File: src/rtl/wb_arb_pkg.sv
// Shared types and helpers for the Wishbone N-to-1 master arbiter.
package wb_arb_pkg;

    typedef enum logic {
        ARB_IDLE  = 1'b0,
        ARB_GRANT = 1'b1
    } arb_state_t;

    localparam int MAX_MASTERS = 32;

    function automatic int onehot_to_idx(input logic [MAX_MASTERS-1:0] onehot);
        int idx;
        idx = 0;
        for (int i = 0; i < MAX_MASTERS; i++) begin
            if (onehot[i]) begin
                idx = i;
            end
        end
        return idx;
    endfunction

endpackage

File: src/rtl/wb_arb_rr_picker.sv
// Combinational round-robin picker: first requester after last_idx, wrapping.
module wb_arb_rr_picker
    import wb_arb_pkg::*;
#(
    parameter int NUM_MASTERS = 2,
    parameter int IDX_W       = $clog2(NUM_MASTERS)
) (
    input  logic [NUM_MASTERS-1:0] req,
    input  logic [IDX_W-1:0]       last_idx,
    output logic [IDX_W-1:0]       winner_idx,
    output logic                   winner_valid
);

    // Scan offsets from farthest to nearest so the nearest requester overwrites;
    // offset NUM_MASTERS is the previous owner itself, i.e. lowest priority.
    always_comb begin
        winner_idx   = '0;
        winner_valid = 1'b0;
        for (int off = NUM_MASTERS; off >= 1; off--) begin
            int cand;
            cand = int'(last_idx) + off;
            if (cand >= NUM_MASTERS) begin
                cand = cand - NUM_MASTERS;
            end
            if (req[IDX_W'(cand)]) begin
                winner_idx   = IDX_W'(cand);
                winner_valid = 1'b1;
            end
        end
    end

endmodule

File: src/rtl/wishbone_master_arbiter.sv
// Wishbone Classic N-to-1 arbiter: registered round-robin grant held for a whole CYC.
// Optional slave watchdog enabled by defining WB_ARB_TIMEOUT_EN.
module wishbone_master_arbiter
    import wb_arb_pkg::*;
#(
    parameter int NUM_MASTERS    = 2,
    parameter int ADDR_WIDTH     = 32,
    parameter int DATA_WIDTH     = 32,
    parameter int SEL_WIDTH      = DATA_WIDTH / 8,
    parameter int TIMEOUT_CYCLES = 255
) (
    input  logic                              wb_clk_i,
    input  logic                              wb_rst_i,
    input  logic [NUM_MASTERS-1:0]            m_wb_cyc_i,
    input  logic [NUM_MASTERS-1:0]            m_wb_stb_i,
    input  logic [NUM_MASTERS-1:0]            m_wb_we_i,
    input  logic [NUM_MASTERS*SEL_WIDTH-1:0]  m_wb_sel_i,
    input  logic [NUM_MASTERS*ADDR_WIDTH-1:0] m_wb_adr_i,
    input  logic [NUM_MASTERS*DATA_WIDTH-1:0] m_wb_dat_i,
    output logic [DATA_WIDTH-1:0]             m_wb_dat_o,
    output logic [NUM_MASTERS-1:0]            m_wb_ack_o,
    output logic [NUM_MASTERS-1:0]            m_wb_err_o,
    output logic [NUM_MASTERS-1:0]            m_wb_gnt_o,
    output logic                              s_wb_cyc_o,
    output logic                              s_wb_stb_o,
    output logic                              s_wb_we_o,
    output logic [SEL_WIDTH-1:0]              s_wb_sel_o,
    output logic [ADDR_WIDTH-1:0]             s_wb_adr_o,
    output logic [DATA_WIDTH-1:0]             s_wb_dat_o,
    input  logic [DATA_WIDTH-1:0]             s_wb_dat_i,
    input  logic                              s_wb_ack_i,
    input  logic                              s_wb_err_i
);

    localparam int IDX_W = $clog2(NUM_MASTERS);

    arb_state_t             state_q, state_d;
    logic [NUM_MASTERS-1:0] gnt_q, gnt_d;
    logic [IDX_W-1:0]       last_idx_q, last_idx_d;
    logic [IDX_W-1:0]       gnt_idx;
    logic [IDX_W-1:0]       pick_idx;
    logic                   pick_valid;
    logic                   granted;
    logic                   timeout_fire;

    assign gnt_idx = IDX_W'(onehot_to_idx(MAX_MASTERS'(gnt_q)));
    assign granted = (state_q == ARB_GRANT);

    wb_arb_rr_picker #(
        .NUM_MASTERS (NUM_MASTERS),
        .IDX_W       (IDX_W)
    ) u_picker (
        .req          (m_wb_cyc_i),
        .last_idx     (last_idx_q),
        .winner_idx   (pick_idx),
        .winner_valid (pick_valid)
    );

    always_comb begin
        state_d    = state_q;
        gnt_d      = gnt_q;
        last_idx_d = last_idx_q;
        case (state_q)
            ARB_IDLE: begin
                if (pick_valid) begin
                    state_d = ARB_GRANT;
                    gnt_d   = NUM_MASTERS'(1) << pick_idx;
                end
            end
            ARB_GRANT: begin
                if (!m_wb_cyc_i[gnt_idx]) begin
                    state_d    = ARB_IDLE;
                    gnt_d      = '0;
                    last_idx_d = gnt_idx;
                end
            end
            default: begin
                state_d = ARB_IDLE;
                gnt_d   = '0;
            end
        endcase
    end

    // Slave bus follows the registered owner only; nothing leaks out while idle.
    always_comb begin
        s_wb_cyc_o = 1'b0;
        s_wb_stb_o = 1'b0;
        s_wb_we_o  = 1'b0;
        s_wb_sel_o = '0;
        s_wb_adr_o = '0;
        s_wb_dat_o = '0;
        m_wb_ack_o = '0;
        m_wb_err_o = '0;
        if (granted) begin
            s_wb_cyc_o          = m_wb_cyc_i[gnt_idx];
            s_wb_stb_o          = m_wb_stb_i[gnt_idx] & ~timeout_fire;
            s_wb_we_o           = m_wb_we_i[gnt_idx];
            s_wb_sel_o          = m_wb_sel_i[gnt_idx*SEL_WIDTH +: SEL_WIDTH];
            s_wb_adr_o          = m_wb_adr_i[gnt_idx*ADDR_WIDTH +: ADDR_WIDTH];
            s_wb_dat_o          = m_wb_dat_i[gnt_idx*DATA_WIDTH +: DATA_WIDTH];
            m_wb_ack_o[gnt_idx] = s_wb_ack_i;
            m_wb_err_o[gnt_idx] = s_wb_err_i | timeout_fire;
        end
    end

    assign m_wb_dat_o = s_wb_dat_i;
    assign m_wb_gnt_o = gnt_q;

`ifdef WB_ARB_TIMEOUT_EN
    localparam int CNT_W = $clog2(TIMEOUT_CYCLES + 1);

    logic [CNT_W-1:0] wdog_q, wdog_d;
    logic             stalled;

    // wdog_q holds the stalled cycles already seen, so the limit-th one fires.
    assign stalled      = granted & m_wb_stb_i[gnt_idx] & ~s_wb_ack_i & ~s_wb_err_i;
    assign timeout_fire = stalled & (wdog_q == CNT_W'(TIMEOUT_CYCLES - 1));
    assign wdog_d       = (stalled && !timeout_fire) ? wdog_q + CNT_W'(1) : '0;

    always_ff @(posedge wb_clk_i) begin
        if (wb_rst_i) begin
            wdog_q <= '0;
        end else begin
            wdog_q <= wdog_d;
        end
    end
`else
    assign timeout_fire = 1'b0;
`endif

    always_ff @(posedge wb_clk_i) begin
        if (wb_rst_i) begin
            state_q    <= ARB_IDLE;
            gnt_q      <= '0;
            last_idx_q <= IDX_W'(NUM_MASTERS - 1);
        end else begin
            state_q    <= state_d;
            gnt_q      <= gnt_d;
            last_idx_q <= last_idx_d;
        end
    end

endmodule

File: config.mk
export PLATFORM = sky130hd
export DESIGN_NAME = wishbone_master_arbiter
export DESIGN_NICKNAME = d
export VERILOG_FILES = /design/src/rtl/wb_arb_pkg.sv /design/src/rtl/wb_arb_rr_picker.sv /design/src/rtl/wishbone_master_arbiter.sv
export SDC_FILE = /design/constraint.sdc
export NUM_CORES = 1
export LEC_CHECK = 0
export BUFFER_PORTS_ARGS = -buffer_cell sky130_fd_sc_hd__clkbuf_2
export CAP_MARGIN = 20
export CORE_AREA = 5 5 109 111
export CTS_CLUSTER_DIAMETER = 40
export DETAILED_ROUTE_END_ITERATION = 16
export DIE_AREA = 0 0 114 116
export PLACE_DENSITY_LB_ADDON = 0.2
export SYNTH_ARGS = -nofsm -noshare
export SYNTH_HDL_FRONTEND = slang
export SYNTH_SLANG_ARGS = --single-unit
File: constraint.sdc
create_clock -name wb_clk_i -period 1.4 [get_ports wb_clk_i]
set_clock_uncertainty 0.2 [all_clocks]
set_input_delay 0.28 -clock wb_clk_i [delete_from_list [all_inputs] [get_ports wb_clk_i]]
set_output_delay 0.28 -clock wb_clk_i [all_outputs]
set_load 0.03 [all_outputs]
# --- After elaboration in Yosys (flattened, before gate mapping) ---
# Index checks and enable logic that the tools add are counted.
word_totals:
  inputBits: 178
  output_inout_bits: 109
  reg_bits: 4
  wordCells: 59
op_classes:
  n_eq_ne: 2
  mux: 33
  n_lt_le_gt_ge: 6
  shifts: 4
  bitwise_logic: 4
  n_addsub: 4
  reduce_logical: 3
op_table:
  columns: ["operator", "n"]
  rows:
  - ["indexed part select 64 x 7 -> 32 bit", 2]
  - ["two-way mux 32 bit", 2]
  - ["two-way mux 1 bit", 23]
  - ["two-way mux 2 bit", 4]
  - ["indexed part select 8 x 4 -> 4 bit", 1]
  - ["less-than comparator 1 x 3 -> 1 bit (second input constant)", 2]
  - ["AND 2 bit", 2]
  - ["two-way mux 4 bit", 1]
  - ["!= test 2 bit (second input constant)", 2]
  - ["one-hot mux 2 bit (2 select lines)", 1]
  - ["AND reduction 2 bit", 2]
  - ["adder 1 x 2 -> 3 bit (second input constant)", 1]
  - [">= comparator 3 x 2 -> 1 bit (second input constant)", 1]
  - ["adder 1 x 1 -> 2 bit (second input constant)", 1]
  - [">= comparator 2 bit (second input constant)", 1]
  - ["less-than comparator 1 x 2 -> 1 bit (second input constant)", 1]
  - ["NOT 1 bit", 2]
  - ["one-hot mux 1 bit (2 select lines)", 1]
  - ["<< shifter 1 x 1 -> 2 bit (first input constant)", 1]
  - ["subtractor 1 bit (second input constant)", 2]
  - ["demux 1 bit (select 1 bit)", 1]
  - [">= comparator 1 bit (second input constant)", 1]
  - ["logical AND 1 bit", 1]

# --- Logic depth before layout (Yosys ltp) ---
depth:
  depth_word: 11
  depth_mapped: 5
  mapped_depth_nobuf: 2

# --- Hierarchy ---
# Synthesis repeated with hierarchy kept, for this count alone.
unflattened:
  cells_unflattened: 218
  area_unflattened_um2: 1597.8
by_module_without_submodules:
  columns: ["module", "area_each_um2", "seq_area_each_um2", "cells_per_inst", "instances"]
  rows:
  - ["wishbone_master_arbiter", 1576.5, 80.1, 216, 1]
  - ["wb_arb_rr_picker", 21.3, 0.0, 2, 1]

# --- Least setup slack after synthesis ---
# No wires, ideal clock.
synth_timing:
  path_kind: "reg-to-output"
  from: "register gnt_q[1], in the netlist m_wb_gnt_o[1]"
  to: "output port s_wb_adr_o[11]"
  setup_slack_ps: -359
  arrival_ps: 1279
  path_buffers: 3
  stages_incl_launch_ff: 6
  required_ps: 920
  cell_sequence: "dfxtp_1 buf_4 buf_6 buf_8 mux2i_1 nor2b_1"
synth_between:
  elab_chain_len: 3
synth_rtl:
  columns: ["item", "line", "source"]
  rows:
  - ["from (decl)", "wishbone_master_arbiter.sv:38", "logic [NUM_MASTERS-1:0] gnt_q, gnt_d;"]
  - ["from (signal assigned)", "wishbone_master_arbiter.sv:138", "gnt_q <= gnt_d;"]
  - ["two-way mux 1 bit", "wb_arb_pkg.sv:15", "if (onehot[i]) begin"]
  - ["indexed part select 64 x 7 -> 32 bit", "wishbone_master_arbiter.sv:99", "s_wb_adr_o = m_wb_adr_i[gnt_idx*ADDR_WIDTH +: ADDR_WIDTH];"]
  - ["two-way mux 32 bit", "wishbone_master_arbiter.sv:94", "if (granted) begin"]
  - ["to (decl)", "wishbone_master_arbiter.sv:28", "output logic [ADDR_WIDTH-1:0] s_wb_adr_o,"]
# Every way passes these cells.

# --- Worst setup path in the final report ---
layout_timing:
  from: "register gnt_q[1], in the netlist m_wb_gnt_o[1]"
  to: "output port s_wb_adr_o[10]"
# Same word-level chain as after synthesis.

==> reports/qor.yml <==
ios: 287
fin_util_pct: 36.5
async_flop_share_pct: 0
fin_area_sq_mm: 0.00390
ys_seq_elements: 4
seq_area_sq_um: 85.1
vias_per_cell: 4.11
period_share_pct: 134
final_max_slew_viol_count: 0
cts_root_buffer: "clkbuf_8"
grt_pass1_wl_microns: 10700
dpl_cell_area_sq_mm: 0.00321
hold_buffers: 0
slew_headroom_pct: 85.1
dieArea_sq_mm: 0.0132
pwr-share-comb_pct: 73.1
whs_ns: 0.131
dpl_worst_slack_ns: -0.326
p_switching_uw: 582
hold_class: "in -> reg"
overflow: 0
gp_congestion: 0.757
rows: 38
hpwl_microns: 6190
wl_microns: 7780
p_leak_uw: 0.00179
ys.warnings.count: 0
track_usage_pct: 9.78
cp_top_family: "buffers and inverters"
synth.avg_cell_area_sq_um: 8.25
critPathMaxFanout: 5
cell_internal_pwr_uw: 855
wl_per_cell_microns: 14.0
p_per_area_mw_per_mm2: 368
path_cells: "buf_4 -> clkbuf_16 -> mux2i_4 -> nor2b_4 -> clkbuf_4"
floorplan.initialDensity_pct: 16.8
drtPass1Iterations: 4
path_class: "reg -> out"
portBuffers: 222
core_area_sq_mm: 0.0107
htreeDepth: 1
critPathRequiredTime_ns: 0.92
n_fill_cell: 1086
grt_antenna_before_repair: 0
synth_top_area_share_pct: 39.5
crit_slowest_cell: "dfxtp_4"
initialDrtViolationCount: 29
synth.net_count: 396
die_h_microns: 116
multi_input_area_sq_mm: 0.00190
finalSetupViolCount: 78
final_layout_size_suffix_gt1_share_pct: 90.3
report.final.hold_viol_count: 0
nNetsFinal: 593
crit_path_max_incr_delay_ns: 0.38
status: "finished with violations"
cts_tree: "done"
maxCapViolations: 0
yosys-top-cells-area: "mux2i_1, nor2b_1, buf_4, dfxtp_1, dlygate4sd1_1"
clk_path_buf_depth: 2
met1Wirelength_microns: 2540
die_w_microns: 114
top_layer: "met4"
violations: "negative setup slack"
cp.arrival_ns: 1.39
power_uw: 1440
antennaDiodeCount: 0
cts.sinks: 4
drc_errors: 0
synth_cell_types: 23
area_delta_synth_final_pct: 117
numCtsBuffers: 3
met3WireLength_microns: 875
ant_nets: 0
synth_ff_type: "dfxtp_1"
syn_area_sq_mm: 0.00180
crit_buf_inv: 3
setup_ws_ns: -0.470
tightest_slew_ns: 0.219
vias: 2279
netSwitchingFraction_pct: 40.5
peakVddDrop_mv: 0.171
yosysTopAreaCell: "mux2i_1"
fmax_mhz: 535
syn_inst: 218
timing.final.crit_period_ns: 1.87
grt_pass1_vias: 2322
clk_pin_slew_ns: 0.03
grt_max_degree: 39
power.share.clock_pct: 18.0
synth-edff-count: 0
clk_latency_ns: 0.22
wl_met2_microns: 4210
crit_path_start_kind: "flop"
rsz0062_at_grt: "yes"
synth_seq_area_share_pct: 4.45
seqPwrFrac_pct: 8.9
crit_path_end_kind: "output port"
[through the flow]
| step | instances | setup TNS [ns] |
|---|---|---|
| floorplan | 218 | -8.87 |
| global placement | 541 | -14.46 |
| detailed placement | 541 | -15.22 |
| CTS | 546 | -32.88 |
| global route | 554 | -36.06 |
| finish | 554 | -31.78 |
[final cells by class]
class / count / area share, %
Multi-Input combinational cell: 161 / 48.7
Timing Repair Buffer: 243 / 43.2
Tap cell: 140 / 4.49
Sequential cell: 4 / 2.18
Clock buffer: 4 / 1.15
Inverter: 2 / 0.257
[flip-flops by register name, summed over array words and instances, names as in the netlist]
signal,cells
granted,1
m_wb_gnt_o,2
last_idx_q,1
[synthesized netlist by cell type, types with 2 or more instances]
| cell | number |
|---|---|
| a21oi_1 | 2 |
| and3_1 | 4 |
| buf_2 | 3 |
| buf_4 | 39 |
| buf_6 | 2 |
| buf_8 | 2 |
| dfxtp_1 | 4 |
| dlygate4sd1_1 | 4 |
| mux2i_1 | 71 |
| nor2b_1 | 74 |
[layer usage]
layer	track usage [%]	up-vias
li1	-	1090
met1	9.71	1025
met2	18.9	150
met3	3.13	14
met4	3.64	0
met5	0	-
[worst paths after layout]
| check | depth (start not counted) | slack [ns] | start | endpoint |
|---|---|---|---|---|
| min | 2 | 0.13 | wb_rst_i | granted |
| max reg2reg | 6 | -0.08 | m_wb_gnt_o[1] | m_wb_gnt_o[0] |
| max | 5 | -0.47 | m_wb_gnt_o[1] | s_wb_adr_o[10] |
| min reg2reg | 2 | 0.34 | m_wb_gnt_o[0] | m_wb_gnt_o[0] |
[kinds of logic after synthesis]
| group | after synthesis | synth area share (%) |
|---|---|---|
| mux | 71 | 39.5 |
| buf+inv | 53 | 23.1 |
| simple gates | 84 | 30.0 |
| compound gates | 6 | 2.92 |
| flops | 4 | 4.45 |
[placed cells by master, fill, tap and decap left out, drive strengths merged]
cell    netlist  layout
o221ai        1       1
a21oi         2       2
inv           2       2
or4bb         1       1
dfxtp         4       4
and3          4       4
a21bo         1       1
nand3         1       1
o41ai         1       1
nor2b        74      74
buf          46      49
mux2i        71      71
nand3b        1       1
o211ai        1       1
clkbuf        0     198
nand2         1       1
or4b          2       2
[power groups by stage]
stage	sequential, uW	clock (uW)	combinational [uW]
floorplan	132	0	717
global placement	130	0	889
detailed placement	130	0	898
CTS	128	268	955
global route	129	276	1120
finish	128	258	1050
[repair_timing]
action | CTS | global route
setup endpoints to repair | 78 | 78
resized for setup | 47 | 121
pin swaps | 0 | 1
gates cloned | 0 | 4
setup buffers | 1 | 4
Power figures use the tool's default switching activity.
